--- src/rtl/uart_rx_if.sv ---
// uart_rx_if: receive-side bundle of the serial receiver.
//   rx            serial line into the receiver (idle high)
//   data/valid    received byte and its valid flag, held until accepted
//   ready         consumer accepts the byte when valid&ready at a clock edge
//   framing_error one-cycle pulse, stop bit sampled low
//   overrun       one-cycle pulse, byte completed while the previous one was pending
//   busy          receiver is inside a frame
// slave  = receiver side, master = line driver / byte consumer side.
interface uart_rx_if;
  logic       rx;
  logic [7:0] data;
  logic       valid;
  logic       ready;
  logic       framing_error;
  logic       overrun;
  logic       busy;

  modport slave (
    input  rx, ready,
    output data, valid, framing_error, overrun, busy
  );

  modport master (
    output rx, ready,
    input  data, valid, framing_error, overrun, busy
  );
endinterface

--- src/rtl/uart_rx.sv ---
// uart_rx: serial receiver, 1 start (0) + 8 data bits MSB-first + 1 stop (1).
// Ports:
//   CLK          clock, rising edge
//   ASYNCRESETN  asynchronous active-low reset
//   port         uart_rx_if.slave (rx in, ready in; data/valid/framing_error/
//                overrun/busy out, all registered)
// CLKS_PER_BIT sets the bit period; 1 matches a transmitter that shifts one
// bit per clock, in which case frames may arrive back to back with no gap.
module uart_rx #(
  parameter int CLKS_PER_BIT = 1
) (
  input  logic CLK,
  input  logic ASYNCRESETN,
  uart_rx_if.slave port
);
  localparam int N    = CLKS_PER_BIT;
  localparam int HALF = (N - 1) / 2;
  localparam int CW   = (N > 1) ? $clog2(N) : 1;
  localparam logic [CW-1:0] CNT_BIT  = CW'(N - 1);
  localparam logic [CW-1:0] CNT_HALF = CW'((HALF > 0) ? HALF - 1 : 0);

  typedef enum logic [1:0] {IDLE, START, DATA, STOP} state_t;

  state_t          state;
  logic [CW-1:0]   cnt;
  logic [2:0]      bitidx;
  logic [7:0]      shift;
  logic            armed;
  logic [7:0]      data_q;
  logic            valid_q;
  logic            fe_q;
  logic            ov_q;
  logic            busy_q;

  assign port.data          = data_q;
  assign port.valid         = valid_q;
  assign port.framing_error = fe_q;
  assign port.overrun       = ov_q;
  assign port.busy          = busy_q;

  always_ff @(posedge CLK or negedge ASYNCRESETN) begin
    if (!ASYNCRESETN) begin
      state   <= IDLE;
      cnt     <= '0;
      bitidx  <= '0;
      shift   <= '0;
      armed   <= 1'b0;
      data_q  <= '0;
      valid_q <= 1'b0;
      fe_q    <= 1'b0;
      ov_q    <= 1'b0;
      busy_q  <= 1'b0;
    end else begin
      fe_q <= 1'b0;
      ov_q <= 1'b0;
      // Accept; a delivery in the STOP branch below overrides this.
      if (valid_q && port.ready) valid_q <= 1'b0;

      case (state)
        IDLE: begin
          // armed only rises on a high line, so a line stuck low after a
          // framing error or reset can never look like a stream of starts.
          if (port.rx) armed <= 1'b1;
          if (armed && !port.rx) begin
            busy_q <= 1'b1;
            bitidx <= '0;
            if (HALF == 0) begin
              state <= DATA;
              cnt   <= CNT_BIT;
            end else begin
              state <= START;
              cnt   <= CNT_HALF;
            end
          end
        end

        START: begin
          if (cnt != '0) begin
            cnt <= cnt - 1'b1;
          end else if (!port.rx) begin
            // Mid-bit confirm of the start bit; data sampling is now centred.
            state  <= DATA;
            cnt    <= CNT_BIT;
            bitidx <= '0;
          end else begin
            state  <= IDLE;
            busy_q <= 1'b0;
          end
        end

        DATA: begin
          if (cnt != '0) begin
            cnt <= cnt - 1'b1;
          end else begin
            shift <= {shift[6:0], port.rx};
            cnt   <= CNT_BIT;
            if (bitidx == 3'd7) state <= STOP;
            else                bitidx <= bitidx + 1'b1;
          end
        end

        STOP: begin
          if (cnt != '0) begin
            cnt <= cnt - 1'b1;
          end else begin
            // Back to IDLE right away so a start bit in the very next cycle
            // is caught (gapless frames at one clock per bit).
            state  <= IDLE;
            busy_q <= 1'b0;
            if (port.rx) begin
              if (!valid_q || port.ready) begin
                data_q  <= shift;
                valid_q <= 1'b1;
              end else begin
                ov_q <= 1'b1;
              end
            end else begin
              fe_q  <= 1'b1;
              armed <= 1'b0;
            end
          end
        end

        default: begin
          state  <= IDLE;
          busy_q <= 1'b0;
        end
      endcase
    end
  end
endmodule

--- src/flat_wrapper.sv ---
// flat-port wrapper written by rule: the top's interface ports become plain ports
module uart_rx_flat 
#(
  parameter int CLKS_PER_BIT = 1
)
  (CLK, ASYNCRESETN, port_rx, port_ready, port_data, port_valid, port_framing_error, port_overrun, port_busy);
  uart_rx_if port_i ();
  input  logic CLK;
  input  logic ASYNCRESETN;
  input wire logic [$bits(port_i.rx)-1:0] port_rx;
  input wire logic [$bits(port_i.ready)-1:0] port_ready;
  output wire logic [$bits(port_i.data)-1:0] port_data;
  output wire logic [$bits(port_i.valid)-1:0] port_valid;
  output wire logic [$bits(port_i.framing_error)-1:0] port_framing_error;
  output wire logic [$bits(port_i.overrun)-1:0] port_overrun;
  output wire logic [$bits(port_i.busy)-1:0] port_busy;
  assign port_i.rx = port_rx;
  assign port_i.ready = port_ready;
  assign port_data = port_i.data;
  assign port_valid = port_i.valid;
  assign port_framing_error = port_i.framing_error;
  assign port_overrun = port_i.overrun;
  assign port_busy = port_i.busy;
  uart_rx #(.CLKS_PER_BIT(CLKS_PER_BIT)) u_core (.CLK(CLK), .ASYNCRESETN(ASYNCRESETN), .port(port_i));
endmodule
--- config.mk ---
export PLATFORM = sky130hd
export DESIGN_NAME = uart_rx_flat
export DESIGN_NICKNAME = d
export VERILOG_FILES = /design/src/rtl/uart_rx_if.sv /design/src/rtl/uart_rx.sv /design/src/flat_wrapper.sv
export SDC_FILE = /design/constraint.sdc
export NUM_CORES = 1
export LEC_CHECK = 0
export CORE_UTILIZATION = 51
export CTS_CLUSTER_SIZE = 25
export DETAILED_ROUTE_END_ITERATION = 6
export PLACE_DENSITY = 0.8
export SYNTH_ARGS = -nofsm -noshare
export SYNTH_HDL_FRONTEND = slang
export SYNTH_SLANG_ARGS = --single-unit
--- constraint.sdc ---
create_clock -name CLK -period 2.2 [get_ports CLK]
set_clock_uncertainty 0.15 [all_clocks]
set_input_delay 0.22 -clock CLK [delete_from_list [all_inputs] [get_ports CLK]]
set_output_delay 0.22 -clock CLK [all_outputs]
set_load 0.02 [all_outputs]
After elaboration in Yosys (flattened, before gate mapping). Cells that the tools add are included.

Bits in registers: 27. Input port bits: 4.

Add/sub/neg operators: 2. Eq/ne operators: 14. Multiplexer cells: 37. Bitwise logic cells: 1. Reduce and logical (&&, ||, !) cells: 16.

Operator list (count): two-way mux 1 bit (21); != test 2 bit, second input constant (8); two-way mux 3 bit (5); two-way mux 2 bit (6); AND reduction 5 bit (2); case mux 3 bit (3 select lines) (1); case mux 2 bit (4 select lines) (1); AND reduction 4 bit (2); AND reduction 6 bit (1); nonzero test 3 bit (2); == test 2 bit, second input constant (2); != test 2 x 1 -> 1 bit, second input constant (2); case mux 1 bit (2 select lines) (2); adder 3 x 1 -> 3 bit, second input constant (1); == test 3 bit, second input constant (1); case mux 1 bit (3 select lines) (1); OR reduction 3 bit (1); == test 2 x 1 -> 1 bit, second input constant (1); logical AND 1 bit (2); zero test 1 bit (2); zero test 2 bit (1); AND reduction 2 bit (1); nonzero test 2 bit (1); logical OR 1 bit (1); 2 further kinds (2).

Longest topological paths before layout.
Depth after elaboration: 6. Mapped depth: 5. Gate-level depth less buffers: 5.

Worst setup path after synthesis. No wires, ideal clock.

Kind: reg2reg. Start point: register u_core.bitidx[0]. End point: register u_core.bitidx[0]. Library setup time: 0.125 ns. Arrival time: 1.326 ns. Path slack: 0.599 ns. Cell stages (with the launch flop): 6. Buffers on the path: 0. Period minus slack after synthesis: 1.601 ns. Path through: dfrtp_1 ha_1 ha_1 nor3b_2 a21oi_1 mux2_2.

Word-level cells in the longest chain between the ends: 4.

RTL lines: from (decl) (line uart_rx.sv:26) `logic [2:0] bitidx;`; from (signal assigned) (line uart_rx.sv:98) `else bitidx <= bitidx + 1'b1;`; adder 3 x 1 -> 3 bit (line uart_rx.sv:98); two-way mux 3 bit (line uart_rx.sv:97) `if (bitidx == 3'd7) state <= STOP;`; two-way mux 3 bit (line uart_rx.sv:92) `if (cnt != '0) begin`; case mux 3 bit (3 select lines) (line uart_rx.sv:59) `case (state)`.

Parallel ways exist; a longest one is shown, timed or not. The select of a mux whose other input is x is not followed. A chain may end at the register's enable or synchronous reset.

Worst setup path in the final report. Ends and elaborated chain as after synthesis.

==> impl_metrics.py <==
metrics = {
    "status": {
        "status": "complete, no violations",
    },
    "setup_path": {
        "crit_top_cell": "ha_1",
        "worst-endpoint-required_ns": 2.26,
        "cp-startpoint": "u_core.bitidx[0]$_DFFE_PN0P_",
        "rr_worst_depth": 5,
        "critical_path_peak_fanout": 4,
        "crit_type": "reg -> reg",
        "path_cells": "ha_1, ha_1, nor3b_2, a21oi_1, mux2_2",
        "crit_path_end": "u_core.bitidx[0]$_DFFE_PN0P_",
        "slowest_delay_ns": 0.41,
        "cp.arrival_ns": 1.78,
        "critPathBufInv": 0,
        "end_kind": "flop",
        "cp_top_family": "adder cells",
        "crit_cells": 5,
        "critPathSlowestCell": "dfrtp_1",
        "regToRegEndpoint": "u_core.bitidx[0]$_DFFE_PN0P_",
        "r2r_setup_slack_ns": 0.48,
        "rr_startpoint": "u_core.bitidx[0]$_DFFE_PN0P_",
        "start_kind": "flop",
    },
    "layout": {
        "num-nets-final": 97,
        "syn_to_final_growth_pct": 21.2,
        "diodes": 0,
        "final_core_util_pct": 65.3,
        "drive_above_1_share_pct": 31.1,
        "fillers": 165,
    },
    "sta": {
        "finalCritPeriodShare_pct": 78.2,
        "drv_slew": 0,
        "min_period_ns": 1.72,
        "hold_viol_final": 0,
        "rsz0062_at_grt": "false",
        "worst_pin_slew_ns": 0.321,
        "setup_viol": 0,
        "slew_headroom_pct": 78.6,
        "tns_ns": 0,
        "timing.fmax_ghz": 0.582,
    },
    "clock_tree": {
        "cts_inserted_buffers": 3,
        "htree_num_levels": 1,
        "cts.repair.resized": 0,
        "postCtsSetupBuffers": 0,
        "cts_sinks": 26,
        "clock_tree.root_cell": "clkbuf_4",
        "cts_buffer_depth": 2,
        "cts_tree": "done",
        "path_clk_slew_ns": 0.13,
        "holdBufCountCts": 0,
        "clk_latency_ns": 0.31,
    },
    "placed_design": {
        "dp_hpwl_mm": 1.06,
        "numPortBuffers": 15,
        "gp_congestion": 0.682,
    },
    "global_route": {
        "grt_pass1_wl_mm": 2.37,
        "antenna_found_initial": 0,
        "grt_max_degree": 27,
        "track_usage_pct": 15.8,
        "grt-ovfl-total": 0,
        "grt_pass1_vias": 561,
    },
    "yosys": {
        "syn_nets": 76,
        "synthFlopType": "dfrtp_1",
        "synth_edf_count": 0,
        "async_flop_share_pct": 100,
        "ys_types": 20,
        "synth_seq_cells": 26,
        "synth_cells": 70,
        "synth_seq_area_share_pct": 61.5,
        "yosysWarningCount": 0,
        "avgSynthCellArea_um2": 15.1,
        "mappedNetlistArea_mm2": 0.00106,
    },
    "routing": {
        "post-route-drc-count": 0,
        "via_count": 593,
        "wl_per_cell_um": 12.5,
        "dr.first_iter.drc_count": 2,
        "drtAntennaViolNets": 0,
        "wirelength_mm": 1.46,
        "dr.pass1.iters": 2,
        "vias_per_cell": 5.07,
    },
    "power": {
        "leakage_uw": 0.000569,
        "pwr_density_cell_mw_per_mm2": 1470,
        "peakVddDrop_uv": 799,
    },
    "die": {
        "initial_core_util_pct": 53.9,
        "num_rows": 16,
        "ios": 16,
        "fp.dieH_um": 47.5,
        "die-width_um": 47.5,
        "die_area_mm2": 0.00226,
        "core-area_mm2": 0.00196,
    },
    "min_path": {
        "min_path_type": "in -> async",
    },
    "run": {
        "drv_cap": 0,
    },
}
## sequential cells by signal (all words and copies together) (netlist names)
| register | count |
|---|---|
| u_core.state | 2 |
| u_core.port.busy | 1 |
| u_core.port.overrun | 1 |
| u_core.bitidx | 3 |
| u_core.port.valid | 1 |
| u_core.armed | 1 |
| u_core.port.data | 8 |
| u_core.port.framing_error | 1 |
| u_core.shift | 8 |
## synth_stat cells (all sizes together) (2+ instances only)
| library cell | instances | share of area (%) |
|---|---|---|
| a22o | 2 | 1.7 |
| nor2b | 2 | 1.4 |
| dfrtp | 26 | 62 |
| o21ai | 3 | 1.4 |
| mux2 | 17 | 21 |
| ha | 2 | 2.4 |
| a21oi | 3 | 1.4 |
| nand2 | 3 | 1.1 |
| nor2 | 4 | 2.1 |
## cell type report
class / instances / area [um2] / area share [%]
clock buffer: 4 / 36.3 / 2.83
multi-input combinational: 42 / 392 / 30.6
tap: 27 / 33.8 / 2.64
inverter: 1 / 3.75 / 0.293
sequential: 26 / 651 / 50.8
timing repair buffer: 17 / 165 / 12.9
## cell usage in the layout (no fill, tap or decap)
| master | instances |
|---|---|
| o21ai_0 | 3 |
| clkdlybuf4s50_1 | 15 |
| nor3b_2 | 1 |
| nor2b_2 | 1 |
| dfrtp_1 | 26 |
| a21oi_1 | 3 |
| mux2_2 | 9 |
| nand3_2 | 1 |
| and2_1 | 1 |
| nor2_4 | 1 |
| a22o_1 | 2 |
| inv_2 | 1 |
| ha_1 | 2 |
| nand2_1 | 3 |
| mux2_4 | 8 |
| clkbuf_8 | 1 |
| nand2b_1 | 1 |
| o21a_1 | 1 |
| buf_4 | 2 |
| nor2b_1 | 1 |
| nor2_1 | 3 |
| clkbuf_4 | 3 |
| or2_1 | 1 |
## worst min-delay path by stage
| stage | cells past startpoint | end | slack [ns] | from |
|---|---|---|---|---|
| 4_1_cts | 2 | u_core.port.data[1]$_DFFE_PN0P_ | 0.10 | ASYNCRESETN |
| 5_1_grt | 2 | u_core.port.data[1]$_DFFE_PN0P_ | 0.13 | ASYNCRESETN |
| 3_5_place_dp | 1 | u_core.port.data[2]$_DFFE_PN0P_ | 0.34 | u_core.port.data[2]$_DFFE_PN0P_ |
| 3_3_place_gp | 1 | u_core.bitidx[2]$_DFFE_PN0P_ | 0.34 | u_core.bitidx[2]$_DFFE_PN0P_ |
| 2_1_floorplan | 0 | u_core.armed$_DFFE_PN0P_ | -0.23 | ASYNCRESETN |
| 6_report | 2 | u_core.state[1]$_DFFE_PN0P_ | 0.11 | ASYNCRESETN |
## routing by layer
layer	wire [um]	GRT usage (%)	vias up
li1	-	-	290
met1	715	19.7	292
met2	698	25.2	9
met3	37	3.40	2
met4	12	10.0	0
met5	0	0	-
## worst reg2reg max path, stage by stage, from the launching register on
cell and delay [ns]:
dfrtp_1 0.41, ha_1 0.20, ha_1 0.21, nor3b_2 0.26, a21oi_1 0.11, mux2_2 0.27
## cells by family after synthesis
group,share of synthesized area (%)
multiplexers,20.9
buffers and inverters,1.42
adder cells (fa/ha/maj),2.37
AO/OA/AOI/OAI,5.21
AND/OR/NAND/NOR,8.52
flip-flops,61.5
## per-stage QoR
stage,std cells,hold WS (ns),power (uW),setup slack [ns],area [um2]
after floorplan,70,-0.226,1390,0.599,1060
after global placement,113,0.338,1640,0.360,1240
after detailed placement,113,0.344,1680,0.335,1240
after CTS,117,0.102,1910,0.472,1280
after global routing,117,0.129,2010,0.393,1280
final,117,0.111,1880,0.481,1280
## power breakdown
part | switching (uW) | total (uW) | internal (uW)
registers | 143 | 833 | 690
logic | 332 | 817 | 485
clock network | 130 | 231 | 101
total | 605 | 1880 | 1280
Note: power is estimated with default switching activity, not from simulation.
